## src/rtl/neuron_sum_seq_if.sv

```systemverilog
`default_nettype none
// +--------------------------------------------------------------------------+
// | neuron_sum_seq_if : start/bias, input stream, result stream and status   |
// | Revision 1.0                                                             |
// +--------------------------------------------------------------------------+
interface neuron_sum_seq_if #(
  parameter int BIT_WIDTH = 8,
  parameter int CNT_W     = 10
);
  logic                 start;
  logic [BIT_WIDTH-1:0] b;
  logic                 in_valid;
  logic                 in_ready;
  logic [BIT_WIDTH-1:0] in_data;
  logic                 out_valid;
  logic                 out_ready;
  logic [BIT_WIDTH-1:0] out_data;
  logic                 busy;
  logic [CNT_W-1:0]     beat_cnt;

  modport master (
    output start, b, in_valid, in_data, out_ready,
    input  in_ready, out_valid, out_data, busy, beat_cnt
  );

  modport slave (
    input  start, b, in_valid, in_data, out_ready,
    output in_ready, out_valid, out_data, busy, beat_cnt
  );
endinterface
`default_nettype wire

```

## src/rtl/neuron_sum_seq.sv

```systemverilog
`default_nettype none
// +--------------------------------------------------------------------------+
// | neuron_sum_seq : serial sum of NUM_NEURON activation beats plus bias     |
// | Revision 1.0                                                             |
// +--------------------------------------------------------------------------+
module neuron_sum_seq #(
  parameter int BIT_WIDTH  = 8,
  parameter int NUM_NEURON = 784,
  parameter int CNT_W      = $clog2(NUM_NEURON + 1)
) (
  input  wire                    clk,
  input  wire                    rst,
  neuron_sum_seq_if.slave        bus
);

  typedef enum logic [1:0] {
    S_IDLE  = 2'd0,
    S_ACCUM = 2'd1,
    S_BIAS  = 2'd2,
    S_DONE  = 2'd3
  } state_t;

  localparam logic [CNT_W-1:0] C_LAST_BEAT = CNT_W'(NUM_NEURON - 1);

  state_t               state_q, state_d;
  logic [BIT_WIDTH-1:0] acc_q, acc_d;
  logic [BIT_WIDTH-1:0] bias_q, bias_d;
  logic [BIT_WIDTH-1:0] out_data_q, out_data_d;
  logic [CNT_W-1:0]     cnt_q, cnt_d;

  always_comb begin
    state_d    = state_q;
    acc_d      = acc_q;
    bias_d     = bias_q;
    out_data_d = out_data_q;
    cnt_d      = cnt_q;
    case (state_q)
      S_IDLE: begin
        if (bus.start) begin
          bias_d  = bus.b;
          acc_d   = '0;
          cnt_d   = '0;
          state_d = S_ACCUM;
        end
      end
      S_ACCUM: begin
        // in_ready is high for the whole state, so in_valid alone marks a transfer
        if (bus.in_valid) begin
          acc_d = acc_q + bus.in_data;
          cnt_d = cnt_q + CNT_W'(1);
          if (cnt_q == C_LAST_BEAT) begin
            state_d = S_BIAS;
          end
        end
      end
      S_BIAS: begin
        acc_d      = acc_q + bias_q;
        out_data_d = acc_q + bias_q;
        state_d    = S_DONE;
      end
      S_DONE: begin
        if (bus.out_ready) begin
          state_d = S_IDLE;
        end
      end
      default: state_d = S_IDLE;
    endcase
  end

  always_ff @(posedge clk) begin
    if (rst) begin
      state_q    <= S_IDLE;
      acc_q      <= '0;
      bias_q     <= '0;
      out_data_q <= '0;
      cnt_q      <= '0;
    end else begin
      state_q    <= state_d;
      acc_q      <= acc_d;
      bias_q     <= bias_d;
      out_data_q <= out_data_d;
      cnt_q      <= cnt_d;
    end
  end

  assign bus.in_ready  = (state_q == S_ACCUM);
  assign bus.out_valid = (state_q == S_DONE);
  assign bus.busy      = (state_q != S_IDLE);
  assign bus.out_data  = out_data_q;
  assign bus.beat_cnt  = cnt_q;

endmodule
`default_nettype wire

```

## src/flat_wrapper.sv

```systemverilog
// flat-port wrapper written by rule: the top's interface ports become plain ports
module neuron_sum_seq_flat 
#(
  parameter int BIT_WIDTH  = 8,
  parameter int NUM_NEURON = 784,
  parameter int CNT_W      = $clog2(NUM_NEURON + 1)
)
  (clk, rst, bus_start, bus_b, bus_in_valid, bus_in_data, bus_out_ready, bus_in_ready, bus_out_valid, bus_out_data, bus_busy, bus_beat_cnt);
  neuron_sum_seq_if #(.BIT_WIDTH(BIT_WIDTH), .CNT_W(CNT_W)) bus_i ();
  input  wire clk;
  input  wire rst;
  input wire logic [$bits(bus_i.start)-1:0] bus_start;
  input wire logic [$bits(bus_i.b)-1:0] bus_b;
  input wire logic [$bits(bus_i.in_valid)-1:0] bus_in_valid;
  input wire logic [$bits(bus_i.in_data)-1:0] bus_in_data;
  input wire logic [$bits(bus_i.out_ready)-1:0] bus_out_ready;
  output wire logic [$bits(bus_i.in_ready)-1:0] bus_in_ready;
  output wire logic [$bits(bus_i.out_valid)-1:0] bus_out_valid;
  output wire logic [$bits(bus_i.out_data)-1:0] bus_out_data;
  output wire logic [$bits(bus_i.busy)-1:0] bus_busy;
  output wire logic [$bits(bus_i.beat_cnt)-1:0] bus_beat_cnt;
  assign bus_i.start = bus_start;
  assign bus_i.b = bus_b;
  assign bus_i.in_valid = bus_in_valid;
  assign bus_i.in_data = bus_in_data;
  assign bus_i.out_ready = bus_out_ready;
  assign bus_in_ready = bus_i.in_ready;
  assign bus_out_valid = bus_i.out_valid;
  assign bus_out_data = bus_i.out_data;
  assign bus_busy = bus_i.busy;
  assign bus_beat_cnt = bus_i.beat_cnt;
  neuron_sum_seq #(.BIT_WIDTH(BIT_WIDTH), .NUM_NEURON(NUM_NEURON), .CNT_W(CNT_W)) u_core (.clk(clk), .rst(rst), .bus(bus_i));
endmodule
```

## config.mk

```make
export PLATFORM = sky130hd
export DESIGN_NAME = neuron_sum_seq_flat
export DESIGN_NICKNAME = d
export VERILOG_FILES = /design/src/rtl/neuron_sum_seq_if.sv /design/src/rtl/neuron_sum_seq.sv /design/src/flat_wrapper.sv
export SDC_FILE = /design/constraint.sdc
export NUM_CORES = 1
export LEC_CHECK = 0
export BUFFER_PORTS_ARGS = -buffer_cell sky130_fd_sc_hd__buf_2
export CORE_MARGIN = 2
export CORE_UTILIZATION = 35
export DETAILED_ROUTE_END_ITERATION = 10
export PLACE_DENSITY_LB_ADDON = 0.2
export SYNTH_ARGS = -nofsm -noshare
export SYNTH_HDL_FRONTEND = slang
export SYNTH_SLANG_ARGS = --single-unit
```

## constraint.sdc

```tcl
create_clock -name clk -period 3.5 [get_ports clk]
set_clock_uncertainty 0.2 [all_clocks]
set_input_delay 0.7 -clock clk [delete_from_list [all_inputs] [get_ports clk]]
set_output_delay 0.7 -clock clk [all_outputs]
set_load 0.02 [all_outputs]
```

### Word-level counts from Yosys, hierarchy flattened

Index checks and enable logic that the tools add are counted.

* register bits: 36
* logic and storage cells: 35

* add/subtract/negate cells: 3
* equality and inequality tests: 8
* multiplexer cells: 11
* reductions and logical operators: 8

Operator list (number)
* $pmux 8 s3: 1
* $mux 10: 2
* $pmux 10 s2: 1
* $add 8x8->8: 2
* $mux 8: 2
* $add 10x1->10 const B: 1
* $eq 10x10->1 const B: 1
* $mux 2: 4
* $pmux 2 s4: 1
* $ne 2x2->1 const B: 3
* $reduce_and 3->1: 2
* $eq 2x2->1 const B: 2
* $reduce_and 4->1: 1
* $reduce_bool 2->1: 2
* $reduce_bool 3->1: 1
* $eq 2x1->1 const B: 1
* $logic_not 2->1: 1
* $ne 2x1->1 const B: 1
* $reduce_and 2->1: 1

### Depth between registers and ports, before layout

* depth in word-level cells: 4
* depth in mapped cells: 9
* depth with buffers taken out: 8

### Worst setup path after synthesis

OpenSTA, ideal clock, no wires.

* path kind: input port to flip-flop
* from: input port bus_in_data[3]
* to: register u_core.acc_q[7]
* setup time: 0.095 ns
* arrival: 2.218 ns
* setup slack: 0.986 ns
* stages: 7
* path buffers: 0
* path through: ha_1 and3_1 a2111oi_4 a21oi_1 xnor2_1 or3_1 o311ai_1

* word-level cells in the longest chain between the ends: 3

RTL lines
* start: declaration: RTL line flat_wrapper.sv:15 `input wire logic [$bits(bus_i.in_data)-1:0] bus_in_data;`
* $add 8x8->8: RTL line neuron_sum_seq.sv:49 `acc_d = acc_q + bus.in_data;`
* $mux 8: RTL line neuron_sum_seq.sv:48 `if (bus.in_valid) begin`
* $pmux 8 s3: RTL line neuron_sum_seq.sv:37 `case (state_q)`
* end signal: assignment: RTL line neuron_sum_seq.sv:73 `acc_q <= '0;`
* end signal: assignment: RTL line neuron_sum_seq.sv:79 `acc_q <= acc_d;`
* end: declaration: RTL line neuron_sum_seq.sv:26 `logic [BIT_WIDTH-1:0] acc_q, acc_d;`

Every way passes these cells. The select of a mux whose other input is x is not followed.
A chain may end at the register's enable or synchronous reset.

### Final worst setup path

* from: register u_core.state_q[1]
* to: register u_core.acc_q[7]

* word-level cells in the longest chain between the ends: 3

RTL lines
* start: declaration: RTL line neuron_sum_seq.sv:25 `state_t state_q, state_d;`
* start signal: assignment: RTL line neuron_sum_seq.sv:78 `state_q <= state_d;`
* $eq 2x1->1 (tied with other cells): RTL line neuron_sum_seq.sv:37
* $ne 2x2->1 (no source line) / $reduce_bool 3->1 (equally long branches)
* $reduce_and 3->1 (no source line)

Parallel ways exist; a longest one is shown, timed or not.

==> impl_metrics.yaml <==
outcome:
  outcome: "finished clean"
drt:
  ant_nets: 0
  drt_pass1_iterations: 4
  wirelength_mm: 4.88
  via_count: 1839
  drt_iter0_markers: 100
  via_per_inst: 5.02
  wl_per_cell_um: 13.3
  drcViolationCount: 0
timing:
  setup_ws_ns: 0.917
  tns_ns: 0
  rsz0062_at_grt: "no"
  period_minus_slack_ns: 2.58
  maxSlewViolCount: 0
  slew_headroom_pct: 57.5
  fin_crit_sh_pct: 73.8
  max_freq_ghz: 0.387
  setup_violations: 0
  worst_pin_slew_ns: 0.636
  hold_violations: 0
  whs_ns: 0.263
placed_design:
  place_area_um2: 2390
  dp_hpwl_mm: 3.64
  dp.cells: 358
  portBuffers: 41
  dp_slack_ns: 0.790
  gp_congestion: 0.787
global_routing:
  grt_antenna_before_repair: 0
  grtUsageTotal_pct: 15.5
  first_global_vias: 1697
  grt_pass1_wl_mm: 7.95
  grt_max_degree: 28
  grt.overflow.total: 0
synthesis:
  syn_area_um2: 2110
  synth_flop_cell: "dfxtp_1"
  yosys.cell_types.count: 43
  synth_seq_cells: 36
  syn_area_per_cell_um2: 8.49
  synth_cells: 249
  yosysSeqAreaShare_pct: 34.1
  synthArstFlopShare_pct: 0
  yosysWarnings: 0
  syn_nets: 291
  synth_edf_count: 0
setup_path:
  path_max_fanout: 14
  crit_type: "reg -> reg"
  required_ns: 3.49
  reg2reg_from: "u_core.state_q[1]"
  worstPathArrival_ns: 2.57
  end_kind: "flip-flop"
  crit_start: "u_core.state_q[1]"
  crit_path_start_kind: "flip-flop"
floorplan:
  die_h_um: 81.7
  die_area_um2: 6680
  start_util_pct: 35.9
  ioPinCount: 42
  die_x_um: 81.7
  row_count: 28
  coreArea_um2: 5890
cells_and_area:
  syn2layout_area_growth_pct: 18.0
  final_cells: 366
  fin_util_pct: 42.4
  final_area_um2: 2500
  antennaDiodeCount: 0
  nets: 332
  final_layout_size_suffix_gt1_share_pct: 18.9
power_and_ir_drop:
  switching_power_uw: 576
  swShare_pct: 39.4
  power_mw: 1.46
  p_leak_nw: 1.15
  internal_power_uw: 883
  power_frac_comb_pct: 40.9
  ir_drop_mv: 0.322
  p_clk_share_pct: 24.6
  pwr_density_cell_nw_per_um2: 584
  seqPwrFrac_pct: 34.5
clock_network:
  cts_tree: "built"
  cts_resized: 0
  root_buffer: "clkbuf_8"
  numCtsBuffers: 5
  h-tree-depth: 2
  clkLatencyLatePin_ns: 0.28
  clock_sinks: 36
  cts_max_path_buffers: 2
  clk_pin_slew_worst_paths_ns: 0.07
  cts_setup_buffers: 0
  cts_hold_buffers: 0
min_path:
  hp-class: "reg -> reg"
  worst_hold_startpoint: "u_core.bus.out_data[5]"
flow_run:
  max_cap_violations: 0
-- kinds of logic after synthesis --
| group | count (synthesis) | share of synthesized area [%] |
|---|---|---|
| fa+ha+maj | 21 | 13.1 |
| buf+inv | 18 | 3.31 |
| compound gates | 56 | 18.0 |
| simple gates | 92 | 20.4 |
| mux | 6 | 2.84 |
| xor+xnor | 20 | 8.28 |
| flops | 36 | 34.1 |
-- worst max-delay path, cell delays in order, from the launching register on --
cell and delay (ns):
dfxtp_1 0.38, inv_1 0.08, ha_1 0.39, inv_1 0.24, o21ai_1 0.18, nor2_2 0.29
nand3b_1 0.24, or3_1 0.40, o311ai_1 0.08
-- synth_stat cells (6+ instances only) --
master / number / share of area [%]
a21o_1: 6 / 2.1
a21oi_1: 26 / 6.2
clkbuf_1: 6 / 1.1
dfxtp_1: 36 / 34
ha_1: 19 / 11
inv_1: 9 / 1.6
mux2i_1: 6 / 2.8
nand2_1: 31 / 5.5
nand3_1: 21 / 5.0
nor2_1: 20 / 3.6
xnor2_1: 9 / 3.7
xor2_1: 11 / 4.6
-- flip-flops by register name (all words and copies together), names as in the netlist --
| name | count |
|---|---|
| u_core.state_q | 2 |
| u_core.acc_q | 8 |
| u_core.bus.out_data | 8 |
| u_core.bias_q | 8 |
| u_core.bus.beat_cnt | 10 |
-- power groups by stage --
stage          sequential (mW)  clock, mW  combinational [mW]
6_report                 0.504      0.359               0.596
5_1_grt                  0.510      0.394               0.660
4_1_cts                  0.504      0.376               0.599
3_5_place_dp             0.513          0               0.596
3_3_place_gp             0.513          0               0.592
2_1_floorplan            0.520          0               0.425
-- layout make-up --
| cell class | instances | area [µm²] |
|---|---|---|
| Multi-Input combinational cell | 195 | 1320 |
| Clock buffer | 6 | 72.6 |
| Clock inverter | 2 | 35.0 |
| Timing Repair Buffer | 42 | 213 |
| Sequential cell | 36 | 721 |
| Fill cell | 633 | 3390 |
| Tap cell | 75 | 93.8 |
| Inverter | 10 | 37.5 |
-- layer usage --
| metal | GRT usage, % | up-vias | share of wire [%] | wire length [µm] |
|---|---|---|---|---|
| met4 | 5.17 | 0 | 1.2 | 57 |
| met5 | 0 | - | 0 | 0 |
| met2 | 23.2 | 37 | 43 | 2100 |
| met1 | 21.7 | 834 | 51 | 2490 |
| met3 | 3.96 | 7 | 4.6 | 226 |
| li1 | - | 961 | - | - |
-- path summary, 6_finish.rpt --
kind / endpoint / slack (ns) / cells past startpoint
hold / removal: u_core.bus.out_data[5] / 0.26 / 2
hold reg to reg: u_core.bus.out_data[5] / 0.26 / 2
setup reg to reg: u_core.acc_q[7] / 0.92 / 8
setup / recovery: u_core.acc_q[7] / 0.92 / 8
-- placed cells by master, fill, tap and decap left out, types with 9 or more instances in the layout --
master   Yosys  final
buf_2        2     41
dfxtp_1     36     36
nand2_1     31     31
a21oi_1     26     26
nand3_1     21     21
nor2_1      20     20
ha_1        19     19
xor2_1      11     11
inv_1        9      9
xnor2_1      9      9
Note: power is estimated with default switching activity, not from simulation.
